**config.mk**
```make
export PLATFORM = sky130hd
export DESIGN_NAME = w_wb_queue_flat
export DESIGN_NICKNAME = d
export VERILOG_FILES = /design/src/rtl/w_wb_queue_pkg.sv /design/src/rtl/w_wb_queue_if.sv /design/src/rtl/w_wb_queue_lookup.sv /design/src/rtl/w_wb_queue.sv /design/src/flat_wrapper.sv
export SDC_FILE = /design/constraint.sdc
export NUM_CORES = 1
export LEC_CHECK = 0
export CAP_MARGIN = 20
export CORE_ASPECT_RATIO = 1.25
export CORE_MARGIN = 2
export CORE_UTILIZATION = 53
export DETAILED_ROUTE_END_ITERATION = 10
export GPL_TIMING_DRIVEN = 0
export PLACE_DENSITY = 0.81
export SYNTH_ARGS = -nofsm -noshare
export SYNTH_HDL_FRONTEND = slang
export SYNTH_HIERARCHICAL = 1
export SYNTH_SLANG_ARGS = --single-unit
```
**constraint.sdc**
```tcl
create_clock -name clk -period 5.5 [get_ports clk]
set_input_delay 1.65 -clock clk [delete_from_list [all_inputs] [get_ports clk]]
set_output_delay 1.65 -clock clk [all_outputs]
set_load 0.02 [all_outputs]
```
**src/rtl/w_wb_queue_pkg.sv**
```systemverilog
// rtl/w_wb_queue_pkg.sv - shared entry record and default depth for the write-back queue
package w_wb_queue_pkg;

  localparam int WBQ_DEPTH_DEFAULT = 4;

  typedef struct packed {
    logic [4:0]  a3;
    logic [31:0] wd;
    logic [31:0] pc8;
  } wbq_entry_t;

endpackage

```
**src/rtl/w_wb_queue_if.sv**
```systemverilog
// rtl/w_wb_queue_if.sv - request, register-file write and forwarding signals of the write-back queue
interface w_wb_queue_if;

  logic        P_RegWrite;
  logic [4:0]  P_A3;
  logic [31:0] P_WD;
  logic [31:0] P_PC8;
  logic        P_Ready;

  logic        L_RegWrite;
  logic [4:0]  L_A3;
  logic [31:0] L_WD;
  logic [31:0] L_PC8;
  logic        L_Ready;

  logic        W_RegWrite;
  logic [4:0]  W_A3;
  logic [31:0] W_RegWriteData;
  logic [31:0] W_PC8;
  logic        Busy;

  logic [4:0]  F_A1;
  logic [4:0]  F_A2;
  logic        F_Hit1;
  logic        F_Hit2;
  logic [31:0] F_V1;
  logic [31:0] F_V2;

  modport master (
    output P_RegWrite, P_A3, P_WD, P_PC8, L_RegWrite, L_A3, L_WD, L_PC8, F_A1, F_A2,
    input  P_Ready, L_Ready, W_RegWrite, W_A3, W_RegWriteData, W_PC8, Busy,
    input  F_Hit1, F_Hit2, F_V1, F_V2
  );

  modport slave (
    input  P_RegWrite, P_A3, P_WD, P_PC8, L_RegWrite, L_A3, L_WD, L_PC8, F_A1, F_A2,
    output P_Ready, L_Ready, W_RegWrite, W_A3, W_RegWriteData, W_PC8, Busy,
    output F_Hit1, F_Hit2, F_V1, F_V2
  );

endinterface

```
**src/rtl/w_wb_queue_lookup.sv**
```systemverilog
// rtl/w_wb_queue_lookup.sv - newest-match search over the queued entries for one forwarding port
module wbq_lookup
  import w_wb_queue_pkg::*;
#(
  parameter int DEPTH = WBQ_DEPTH_DEFAULT,
  parameter int PW    = $clog2(DEPTH)
) (
  input  wbq_entry_t  entries_i [DEPTH],
  input  logic [PW-1:0] head_i,
  input  logic [PW:0]   count_i,
  input  logic [4:0]    addr_i,
  output logic          hit_o,
  output logic [31:0]   value_o
);

  logic [PW-1:0] idx;

  // Walk oldest to newest so the last match overwrites earlier ones.
  always_comb begin
    hit_o   = 1'b0;
    value_o = '0;
    idx     = head_i;
    for (int i = 0; i < DEPTH; i++) begin
      idx = head_i + PW'(i);
      if (((PW+1)'(i) < count_i) && (addr_i != 5'd0) && (entries_i[idx].a3 == addr_i)) begin
        hit_o   = 1'b1;
        value_o = entries_i[idx].wd;
      end
    end
  end

endmodule

```
**src/rtl/w_wb_queue.sv**
```systemverilog
// rtl/w_wb_queue.sv - two-source register write-back FIFO feeding a single register-file write port
// Forwarding lookup is compiled in when WB_QUEUE_FWD_EN is defined.
module w_wb_queue
  import w_wb_queue_pkg::*;
#(
  parameter int DEPTH = WBQ_DEPTH_DEFAULT
) (
  input logic         clk,
  input logic         reset,
  w_wb_queue_if.slave wb
);

  localparam int PW = $clog2(DEPTH);

  if ((DEPTH < 2) || ((DEPTH & (DEPTH - 1)) != 0)) begin : g_bad_depth
    $error("w_wb_queue: DEPTH must be a power of two and at least 2");
  end

  logic [PW-1:0] head_q, head_d, tail_q, tail_d;
  logic [PW:0]   count_q, count_d;
  wbq_entry_t    mem_q [DEPTH];

  logic          p_ready, l_ready, p_enq, l_enq, deq;
  logic [PW-1:0] p_slot, l_slot;
  wbq_entry_t    head_e;

  // Readiness comes from registered count only; zero-destination requests are accepted then dropped.
  assign p_ready = (count_q <= (PW+1)'(DEPTH - 1));
  assign l_ready = (count_q <= (PW+1)'(DEPTH - 2));
  assign p_enq   = wb.P_RegWrite && p_ready && (wb.P_A3 != 5'd0);
  assign l_enq   = wb.L_RegWrite && l_ready && (wb.L_A3 != 5'd0);
  assign deq     = (count_q != '0);

  assign p_slot  = tail_q;
  assign l_slot  = p_enq ? (tail_q + PW'(1)) : tail_q;

  always_comb begin
    head_d  = head_q + PW'(deq);
    tail_d  = tail_q + PW'(p_enq) + PW'(l_enq);
    count_d = count_q + (PW+1)'(p_enq) + (PW+1)'(l_enq) - (PW+1)'(deq);
  end

  always_ff @(posedge clk) begin
    if (!reset) begin
      head_q  <= '0;
      tail_q  <= '0;
      count_q <= '0;
    end else begin
      head_q  <= head_d;
      tail_q  <= tail_d;
      count_q <= count_d;
    end
  end

  // Storage is left uncleared; count and pointers alone define what is valid.
  always_ff @(posedge clk) begin
    if (reset) begin
      if (p_enq) mem_q[p_slot] <= '{a3: wb.P_A3, wd: wb.P_WD, pc8: wb.P_PC8};
      if (l_enq) mem_q[l_slot] <= '{a3: wb.L_A3, wd: wb.L_WD, pc8: wb.L_PC8};
    end
  end

  assign head_e            = mem_q[head_q];
  assign wb.P_Ready        = p_ready;
  assign wb.L_Ready        = l_ready;
  assign wb.W_RegWrite     = deq;
  assign wb.W_A3           = deq ? head_e.a3  : 5'd0;
  assign wb.W_RegWriteData = deq ? head_e.wd  : 32'd0;
  assign wb.W_PC8          = deq ? head_e.pc8 : 32'd0;
  assign wb.Busy           = deq;

`ifdef WB_QUEUE_FWD_EN
  wbq_lookup #(.DEPTH(DEPTH), .PW(PW)) u_lookup1 (
    .entries_i (mem_q),
    .head_i    (head_q),
    .count_i   (count_q),
    .addr_i    (wb.F_A1),
    .hit_o     (wb.F_Hit1),
    .value_o   (wb.F_V1)
  );

  wbq_lookup #(.DEPTH(DEPTH), .PW(PW)) u_lookup2 (
    .entries_i (mem_q),
    .head_i    (head_q),
    .count_i   (count_q),
    .addr_i    (wb.F_A2),
    .hit_o     (wb.F_Hit2),
    .value_o   (wb.F_V2)
  );
`else
  logic unused_faddr;
  assign unused_faddr = ^{wb.F_A1, wb.F_A2};
  assign wb.F_Hit1    = 1'b0;
  assign wb.F_Hit2    = 1'b0;
  assign wb.F_V1      = 32'd0;
  assign wb.F_V2      = 32'd0;
`endif

endmodule

```
**src/flat_wrapper.sv**
```systemverilog
// flat-port wrapper written by rule: the top's interface ports become plain ports
module w_wb_queue_flat import w_wb_queue_pkg::*;
#(
  parameter int DEPTH = WBQ_DEPTH_DEFAULT
)
  (clk, reset, wb_P_RegWrite, wb_P_A3, wb_P_WD, wb_P_PC8, wb_L_RegWrite, wb_L_A3, wb_L_WD, wb_L_PC8, wb_F_A1, wb_F_A2, wb_P_Ready, wb_L_Ready, wb_W_RegWrite, wb_W_A3, wb_W_RegWriteData, wb_W_PC8, wb_Busy, wb_F_Hit1, wb_F_Hit2, wb_F_V1, wb_F_V2);
  w_wb_queue_if wb_i ();
  input logic clk;
  input logic reset;
  input wire logic [$bits(wb_i.P_RegWrite)-1:0] wb_P_RegWrite;
  input wire logic [$bits(wb_i.P_A3)-1:0] wb_P_A3;
  input wire logic [$bits(wb_i.P_WD)-1:0] wb_P_WD;
  input wire logic [$bits(wb_i.P_PC8)-1:0] wb_P_PC8;
  input wire logic [$bits(wb_i.L_RegWrite)-1:0] wb_L_RegWrite;
  input wire logic [$bits(wb_i.L_A3)-1:0] wb_L_A3;
  input wire logic [$bits(wb_i.L_WD)-1:0] wb_L_WD;
  input wire logic [$bits(wb_i.L_PC8)-1:0] wb_L_PC8;
  input wire logic [$bits(wb_i.F_A1)-1:0] wb_F_A1;
  input wire logic [$bits(wb_i.F_A2)-1:0] wb_F_A2;
  output wire logic [$bits(wb_i.P_Ready)-1:0] wb_P_Ready;
  output wire logic [$bits(wb_i.L_Ready)-1:0] wb_L_Ready;
  output wire logic [$bits(wb_i.W_RegWrite)-1:0] wb_W_RegWrite;
  output wire logic [$bits(wb_i.W_A3)-1:0] wb_W_A3;
  output wire logic [$bits(wb_i.W_RegWriteData)-1:0] wb_W_RegWriteData;
  output wire logic [$bits(wb_i.W_PC8)-1:0] wb_W_PC8;
  output wire logic [$bits(wb_i.Busy)-1:0] wb_Busy;
  output wire logic [$bits(wb_i.F_Hit1)-1:0] wb_F_Hit1;
  output wire logic [$bits(wb_i.F_Hit2)-1:0] wb_F_Hit2;
  output wire logic [$bits(wb_i.F_V1)-1:0] wb_F_V1;
  output wire logic [$bits(wb_i.F_V2)-1:0] wb_F_V2;
  assign wb_i.P_RegWrite = wb_P_RegWrite;
  assign wb_i.P_A3 = wb_P_A3;
  assign wb_i.P_WD = wb_P_WD;
  assign wb_i.P_PC8 = wb_P_PC8;
  assign wb_i.L_RegWrite = wb_L_RegWrite;
  assign wb_i.L_A3 = wb_L_A3;
  assign wb_i.L_WD = wb_L_WD;
  assign wb_i.L_PC8 = wb_L_PC8;
  assign wb_i.F_A1 = wb_F_A1;
  assign wb_i.F_A2 = wb_F_A2;
  assign wb_P_Ready = wb_i.P_Ready;
  assign wb_L_Ready = wb_i.L_Ready;
  assign wb_W_RegWrite = wb_i.W_RegWrite;
  assign wb_W_A3 = wb_i.W_A3;
  assign wb_W_RegWriteData = wb_i.W_RegWriteData;
  assign wb_W_PC8 = wb_i.W_PC8;
  assign wb_Busy = wb_i.Busy;
  assign wb_F_Hit1 = wb_i.F_Hit1;
  assign wb_F_Hit2 = wb_i.F_Hit2;
  assign wb_F_V1 = wb_i.F_V1;
  assign wb_F_V2 = wb_i.F_V2;
  w_wb_queue #(.DEPTH(DEPTH)) u_core (.clk(clk), .reset(reset), .wb(wb_i));
endmodule
```
Yosys cells after proc, flatten, opt, wreduce, memory -nomap -nowiden
Memory sizes are Yosys's and may differ from the RTL's. A register that Yosys moved wholly into a read port is not among the register bits.
Index checks and enable logic that the tools add are counted.
- register bits: 7
- bits in writable memories: 276
- word-level logic and storage cells: 31
- memories kept: 1
- add/sub/neg operators: 7
- $lt $le $gt $ge: 2
- multiplexer cells: 11
- reductions and logical operators: 7
- memory list (name ; words ; bits a word ; read ports ; clocked after Yosys merged registers in ; write ports ; line ; RTL):
    u_core.mem_q ; 4 ; 69 ; 1 ; 1 ; 2 ; w_wb_queue.sv:21 ; wbq_entry_t mem_q [DEPTH];
- operators by type and width (kind ; count):
    $mux 32 ; 2
    $reduce_bool 5->1 ; 2
    $add 2x1->2 ; 3
    $add 3x1->3 ; 2
    $le 3x2->1 const B ; 2
    $mux 1 ; 6
    $mux 5 ; 1
    $logic_and 1x1->1 ; 4
    $mux 2 ; 2
    $reduce_bool 3->1 ; 1
    $sub 3x1->3 ; 1
    $add 2x1->2 const B ; 1

Logic depth before layout (Yosys ltp)
Gate-level depths: netlist of the first run.
- word-level depth: 6
- depth in mapped cells: 12
- depth with buffers taken out: 12

Least setup slack after synthesis of the first run
Ideal clock, no wire load.
- path kind: input-to-reg
- from: in wb_P_A3[1]
- to: mem u_core/mem_q[3][0] (netlist name), enable pin
- arrival time: 4.216 ns
- data required time: 4.777 ns
- path slack: 0.561 ns
- stages on the path: 6
- path buffers: 1
- path through: or4_4 > o21a_4 > and4_4 > o21ai_4 > buf_6 > nand2_1
- RTL lines (element ; line ; RTL):
    start, declared ; flat_wrapper.sv:11 ; input wire logic [$bits(wb_i.P_A3)-1:0] wb_P_A3;
    end, declared ; w_wb_queue.sv:21 ;

==> results by group, run 1 <==
Place
  • PortBufs: around 210
  • GP Congestion: between 0.7 and 0.8
  • DPL Wire Length: around 23 mm
  • Post-Place Worst Slack: between 500 and 600 ps

Timing
  • Max frequency: roughly 200 MHz
  • Slew @ Worst Pin: approximately 960 ps
  • RSZ-0062 raised after global routing: no
  • Fin crit share: about 90%
  • Max-slew violation count: 0
  • Worst relative slew slack: about 36%
  • Layout Skew: between 10 and 15 ps
  • Final setup violation count: 0
  • Min cycle time layout: ~5100 ps
  • Final Hold Violating Endpoints: 0
  • Final setup TNS: 0 ps
  • Final worst slack: ~430 ps
  • Hold Slack: between 500 and 600 ps

Critical path
  • Crit-path cells: clkbuf_1, buf_2, buf_2, mux4_2, and2_1, clkdlybuf4s50_1
  • Worst Path Required: 3850 ps
  • Crit start category: flop
  • Kind of critical path: flop to output pin
  • Crit path top cell by count: buf_2
  • WP buf/inv: 4
  • Worst-case register-to-register setup slack: about 2300 ps
  • R2R depth: 10
  • Worst EP arrival: approximately 3400 ps
  • Worst Setup End Kind: output pin
  • Crit-path slowest cell: mux4_2
  • Worst path max stage delay: ~550 ps
  • Worst r2r dst: u_core/mem_q[0][18]
  • Critical path peak fanout: 10
  • RR Startpoint: u_core/count_q[2]
  • Worst path top cell family by delay: buffers and inverters

Route
  • WL/cell: between 20 and 25 um
  • DRC Markers: 0
  • Routed vias: about 8600
  • Post-route ant nets: 0
  • Vias per cell: about 5.5
  • 1st-iter DRT viols: 345
  • DRT Wirelength: between 30 and 40 mm
  • DR pass1 iterations: 4

Layout
  • Share of cells above drive strength 1: around two fifths
  • Nets: roughly 1400
  • Area delta synth->final: 25.7%

Power
  • Max IR drop VDD: 0.281 mV
  • Power per cell area: about 440 nW/um2
  • Leakage: roughly 7.1 nW

CTS
  • Clk_lat worst skew: roughly 540 ps
  • Worst-path clk slew: 60 ps
  • Clock root cell: clkbuf_16
  • Post-cts sizing count: 0
  • CTS Sinks: 283
  • Post-CTS Hold Buffers: 0
  • CTS Buf Count: 29
  • Depth of the CTS H-tree: 1
  • Setup Fix Bufs, Post-CTS: 0
  • Max Root-Sink Buffers: 3
  • TritonCTS clock tree: built

Global routing
  • Initial antenna violation count: 6
  • Vias in the first global route: 9058
  • First-pass GRT wire length: 51.8 mm
  • Largest net degree at the start of global routing: 50
  • Congestion Overflow GR: 0
  • All-Layer GR Usage: between 20 and 25%

Synth
  • Syn Std Cell Area: between 15000 and 20000 um2
  • EDFF count, synth: 276
  • Ys flop type: edfxtp_1
  • Syn Inst Count: approximately 880
  • Mapped Avg Cell Area: around 17 um2
  • Seq/Total Area, Yosys: 55.1%
  • Distinct cells, synth: 33
  • Async SR Flop Fraction: 0%
  • Yosys reg bits: about 280
  • Synth warn: 6

Floorplanning
  • DIE AREA: 30300 um2
  • Cell Rows: 69
  • Io pins: between 200 and 300
  • Die Width: between 150 and 200 um
  • CORE AREA: 28400 um2
  • Die Y: roughly 190 um
  • Initial core utilization: between 50% and 60%

Min path
  • WHS Endpoint: u_core/head_q[0]
  • Hold Path Depth: 2
  • HP Class: flop to flop
  • Min-delay src: u_core/head_q[0]

Status
  • Status: finished, final reports clean

Run
  • Max-Cap Viols: 0
## how the worst max path moves through the flow
stage,startpoint,endpoint,slack [ps],cells after the start
2_1_floorplan,wb_P_A3[1],u_core/mem_q[3][0],560,6
3_3_place_gp,wb_P_A3[1],u_core/mem_q[0][21],-1810,7
3_5_place_dp,wb_P_A3[1],u_core/mem_q[0][21],570,8
4_1_cts,u_core/head_q[0],wb_W_PC8[25],340,6
5_1_grt,u_core/head_q[0],wb_W_PC8[25],250,6
6_report,u_core/head_q[0],wb_W_PC8[25],430,6
## layout make-up
| type | instances | area (um2) |
|---|---|---|
| diodes | 4 | 10.0 |
| inverters | 9 | 33.8 |
| clock inverters | 22 | 221 |
| multi-input cells | 536 | 6200 |
| repair buffers | 218 | 2250 |
| plain buffers | 120 | 915 |
| fillers | 1971 | 9160 |
| well taps | 355 | 444 |
| flip-flops and latches | 283 | 8430 |
| clock buffers | 31 | 733 |
## layout by cell type (no fill, tap or decap), types with 2 or more instances in the layout
cell / n
conb_1: 66
nor3_1: 2
o21ai_4: 3
clkbuf_1: 20
bufinv_16: 4
fa_1: 3
inv_1: 9
nand3_1: 5
clkbuf_16: 29
nand2_4: 4
xnor2_1: 2
edfxtp_1: 276
buf_6: 28
buf_1: 5
dfxtp_1: 7
clkdlybuf4s50_1: 214
clkinv_2: 3
mux2_4: 88
nor4_1: 2
diode_2: 4
mux4_2: 69
nand2_1: 3
mux2_2: 188
and2_1: 74
buf_2: 2
buf_4: 67
a211oi_2: 4
clkinv_4: 3
nor2b_1: 2
o21ai_2: 2
nor2_1: 3
buf_16: 4
clkinv_1: 8
ha_1: 8
clkinvlp_4: 4
## per-layer routing
metal / track usage, % / routed length, um
met2: 42.7 / 18700
met4: 6.15 / 665
met5: 0 / 12
met1: 25.2 / 12700
met3: 4.85 / 2430
## through the flow
| step | instances | cell area [um2] | utilization (%) | total power (W) |
|---|---|---|---|---|
| after detailed placement | 1521 | 18300 | 64.3 | 0.00657 |
| after CTS | 1574 | 19200 | 67.7 | 0.00855 |
| final | 1578 | 19200 | 67.7 | 0.00846 |
| after floorplan | 948 | 15500 | - | 0.00516 |
| after global placement | 1517 | 18100 | 63.8 | 0.00653 |
| after global routing | 1576 | 19200 | 67.7 | 0.00883 |
## where the power goes
| group | switching, W | internal (W) |
|---|---|---|
| logic | 0.00182 | 0.00179 |
| clock network | 0.000816 | 0.00115 |
| registers | 0.0000859 | 0.00280 |
## worst min-delay path: stages (launching register included)
cell,delay [ps]
dfxtp_1,330
ha_1,130
and2_1,110
## cell families (layout without fill, tap and decap cells)
| kind of cell | Yosys count | in the layout | synth area share [%] |
|---|---|---|---|
| mux | 345 | 345 | 32.6 |
| flops | 283 | 283 | 55.1 |
| buf+inv | 129 | 400 | 6.20 |
| simple gates | 100 | 100 | 3.96 |
| fa+ha+maj | 11 | 11 | 1.05 |
| compound gates | 11 | 11 | 0.908 |
| xor+xnor | 3 | 3 | 0.172 |
| other cells | 1 | 70 | 0.0245 |
## sequential cells by signal, indices dropped and copies added, names as in the netlist
name            flops
u_core/count_q      3
u_core/head_q       2
u_core/mem_q      276
u_core/p_slot       2
## synth_stat cells, types with 7 or more instances
cell type	number	area [um2]
and2_1	74	463
mux2_4	88	1320
buf_4	67	503
dfxtp_1	7	140
inv_1	9	33.8
clkbuf_1	18	67.6
nand2_1	7	26.3
buf_6	28	315
mux4_2	69	1550
ha_1	8	100
edfxtp_1	276	8290
mux2_2	188	2120
Power figures use the tool's default switching activity.
==> run 2: changes to the inputs <==
CORE_MARGIN = unset   (was 2)
==> results by group, run 2 (synthesis results as in run 1) <==
CTS
  • Setup Fix Bufs, Post-CTS: 0
  • TritonCTS clock tree: built
  • Worst-path clk slew: roughly 60 ps
  • CTS Sinks: 283
  • Post-CTS Hold Buffers: 0
  • Max Root-Sink Buffers: 3
  • Post-cts sizing count: 0
  • Clk_lat worst skew: between 500 and 600 ps
  • CTS Buf Count: 29
  • Depth of the CTS H-tree: 1
  • Clock root cell: clkbuf_16

Layout
  • Final Core Density: 67.3%
  • Share of cells above drive strength 1: about two fifths
  • Nets: about 1400
  • Non-Filler Instances: around 1600
  • Final instance area: 19100 um2
  • Commonest non-fill, non-tap cell in the layout: edfxtp_1
  • Area delta synth->final: 24.8%
  • Largest register by flop count: u_core/mem_q
  • Regs by FF count: u_core/mem_q x276, u_core/count_q x3
  • Most frequent cells in the layout: edfxtp_1, clkdlybuf4s50_1, mux2_2
  • Number of flip-flops in the largest register: between 200 and 300

Route
  • DRT Wirelength: 34.0 mm
  • WL/cell: 21.6 um
  • DR top layer: met5
  • Routed vias: ~8600
  • DRC Markers: 0
  • DR pass1 iterations: 6
  • Wire length on met1: 12.9 mm
  • Vias per cell: approximately 5.5
  • Met3 WL: between 2 and 2.5 mm
  • 1st-iter DRT viols: 378
  • Met2 routed WL: about 18 mm
  • Post-route ant nets: 0

Critical path
  • Kind of critical path: flop to output pin
  • Crit path launch: u_core/head_q[0]
  • RR Startpoint: u_core/p_slot[0]
  • Worst EP arrival: ~3400 ps
  • Critical path peak fanout: 10
  • Crit start category: flop
  • Worst Setup End Kind: output pin
  • Worst Path Required: 3850 ps
  • R2R depth: 7

Timing
  • Final worst slack: 448 ps
  • Max frequency: between 150 and 200 MHz
  • Final setup violation count: 0
  • Slew @ Worst Pin: roughly 950 ps
  • Layout Skew: between 8 and 9 ps
  • Fin crit share: between 90% and 100%
  • Min cycle time layout: ~5000 ps
  • Max-slew violation count: 0
  • Final Hold Violating Endpoints: 0
  • Worst relative slew slack: 36.9%
  • RSZ-0062 raised after global routing: no

Place
  • GP Congestion: 0.741
  • Area post-placement: between 15000 and 20000 um2
  • PortBufs: ~210
  • Post-Place Worst Slack: a little under 600 ps
  • DPL Wire Length: roughly 23 mm
  • Placed insts: approximately 1500

Global routing
  • Largest net degree at the start of global routing: 53
  • Vias in the first global route: 9030
  • Congestion Overflow GR: 0
  • Initial antenna violation count: 2
  • All-Layer GR Usage: about a quarter
  • First-pass GRT wire length: about 52 mm

Power
  • Power per cell area: ~430 nW/um2
  • Max IR drop VDD: 0.273 mV
  • Clock share of power: 21.0%
  • P_int: about 0.0055 W
  • Leakage: between 7 and 8 nW
  • Sw frac: approximately a third
  • Sequential power share: between 30% and 40%
  • Overall power: about 0.0082 W
  • Comb power frac: a little over two fifths
  • Net Switching: between 0.002 and 0.003 W

Floorplanning
  • Initial core utilization: a little over half
  • CORE AREA: about 28000 um2
  • Io pins: between 200 and 300
  • DIE AREA: 29600 um2
  • Die Width: roughly 150 um
  • Die Y: about 190 um
  • Cell Rows: 69

Min path
  • HP Class: flop to flop
  • Hold Path Depth: 2
  • Min-delay src: u_core/head_q[0]

Status
  • Status: finished, final reports clean

Run
  • Max-Cap Viols: 0
-- run 2: changes by cell type in the layout (fill, tap and decap cells not counted) --
cell,before,now
clkbuf_1,20,25
clkinv_1,8,9
buf_12,0,2
clkinvlp_4,4,1
bufinv_16,4,0
clkinv_2,3,4
buf_16,4,3
clkinv_4,3,0
diode_2,4,1
-- run 2: per-layer routing --
layer,up-vias,GRT usage [%]
met5,-,0
met1,4313,27.5
met3,52,4.54
met4,2,6.46
met2,280,43.5
li1,3933,-
-- run 2: worst paths after layout --
| path | endpoint | slack, ps |
|---|---|---|
| setup / recovery | wb_W_PC8[28] | 450 |
| hold / removal | u_core/head_q[0] | 590 |
| setup reg to reg | u_core/mem_q[1][41] | 2210 |
| hold reg to reg | u_core/head_q[0] | 590 |
-- run 2: through the flow --
step | TNS, ps | hold WS (ps)
global route | 0 | 619
finish | 0 | 588
floorplan | 0 | 556
CTS | 0 | 593
detailed placement | 0 | 580
global placement | -458060 | 562
-- run 2: power by group through the flow --
stage / logic, W / registers (W) / clock network, W
after floorplan: 0.00224 / 0.00292 / 0
after global placement: 0.00355 / 0.00297 / 0
after detailed placement: 0.00364 / 0.00294 / 0
after CTS: 0.00366 / 0.00289 / 0.00177
after global routing: 0.00383 / 0.00292 / 0.00184
final: 0.00360 / 0.00289 / 0.00173
-- run 2: cell type report --
cell class	count	area, um2
Clock buffer	36	752
Tap cell	355	444
Multi-Input combinational cell	536	6200
Sequential cell	283	8430
Clock inverter	14	61.3
Buffer	120	915
Fill cell	2022	9300
Inverter	9	33.8
Antenna cell	1	2.50
Timing Repair Buffer	219	2260
-- run 2: critical path, stage by stage (launching register included) --
cell	delay, ps
dfxtp_1	330
clkbuf_1	380
buf_2	430
buf_2	440
mux4_2	550
and2_1	190
clkdlybuf4s50_1	540
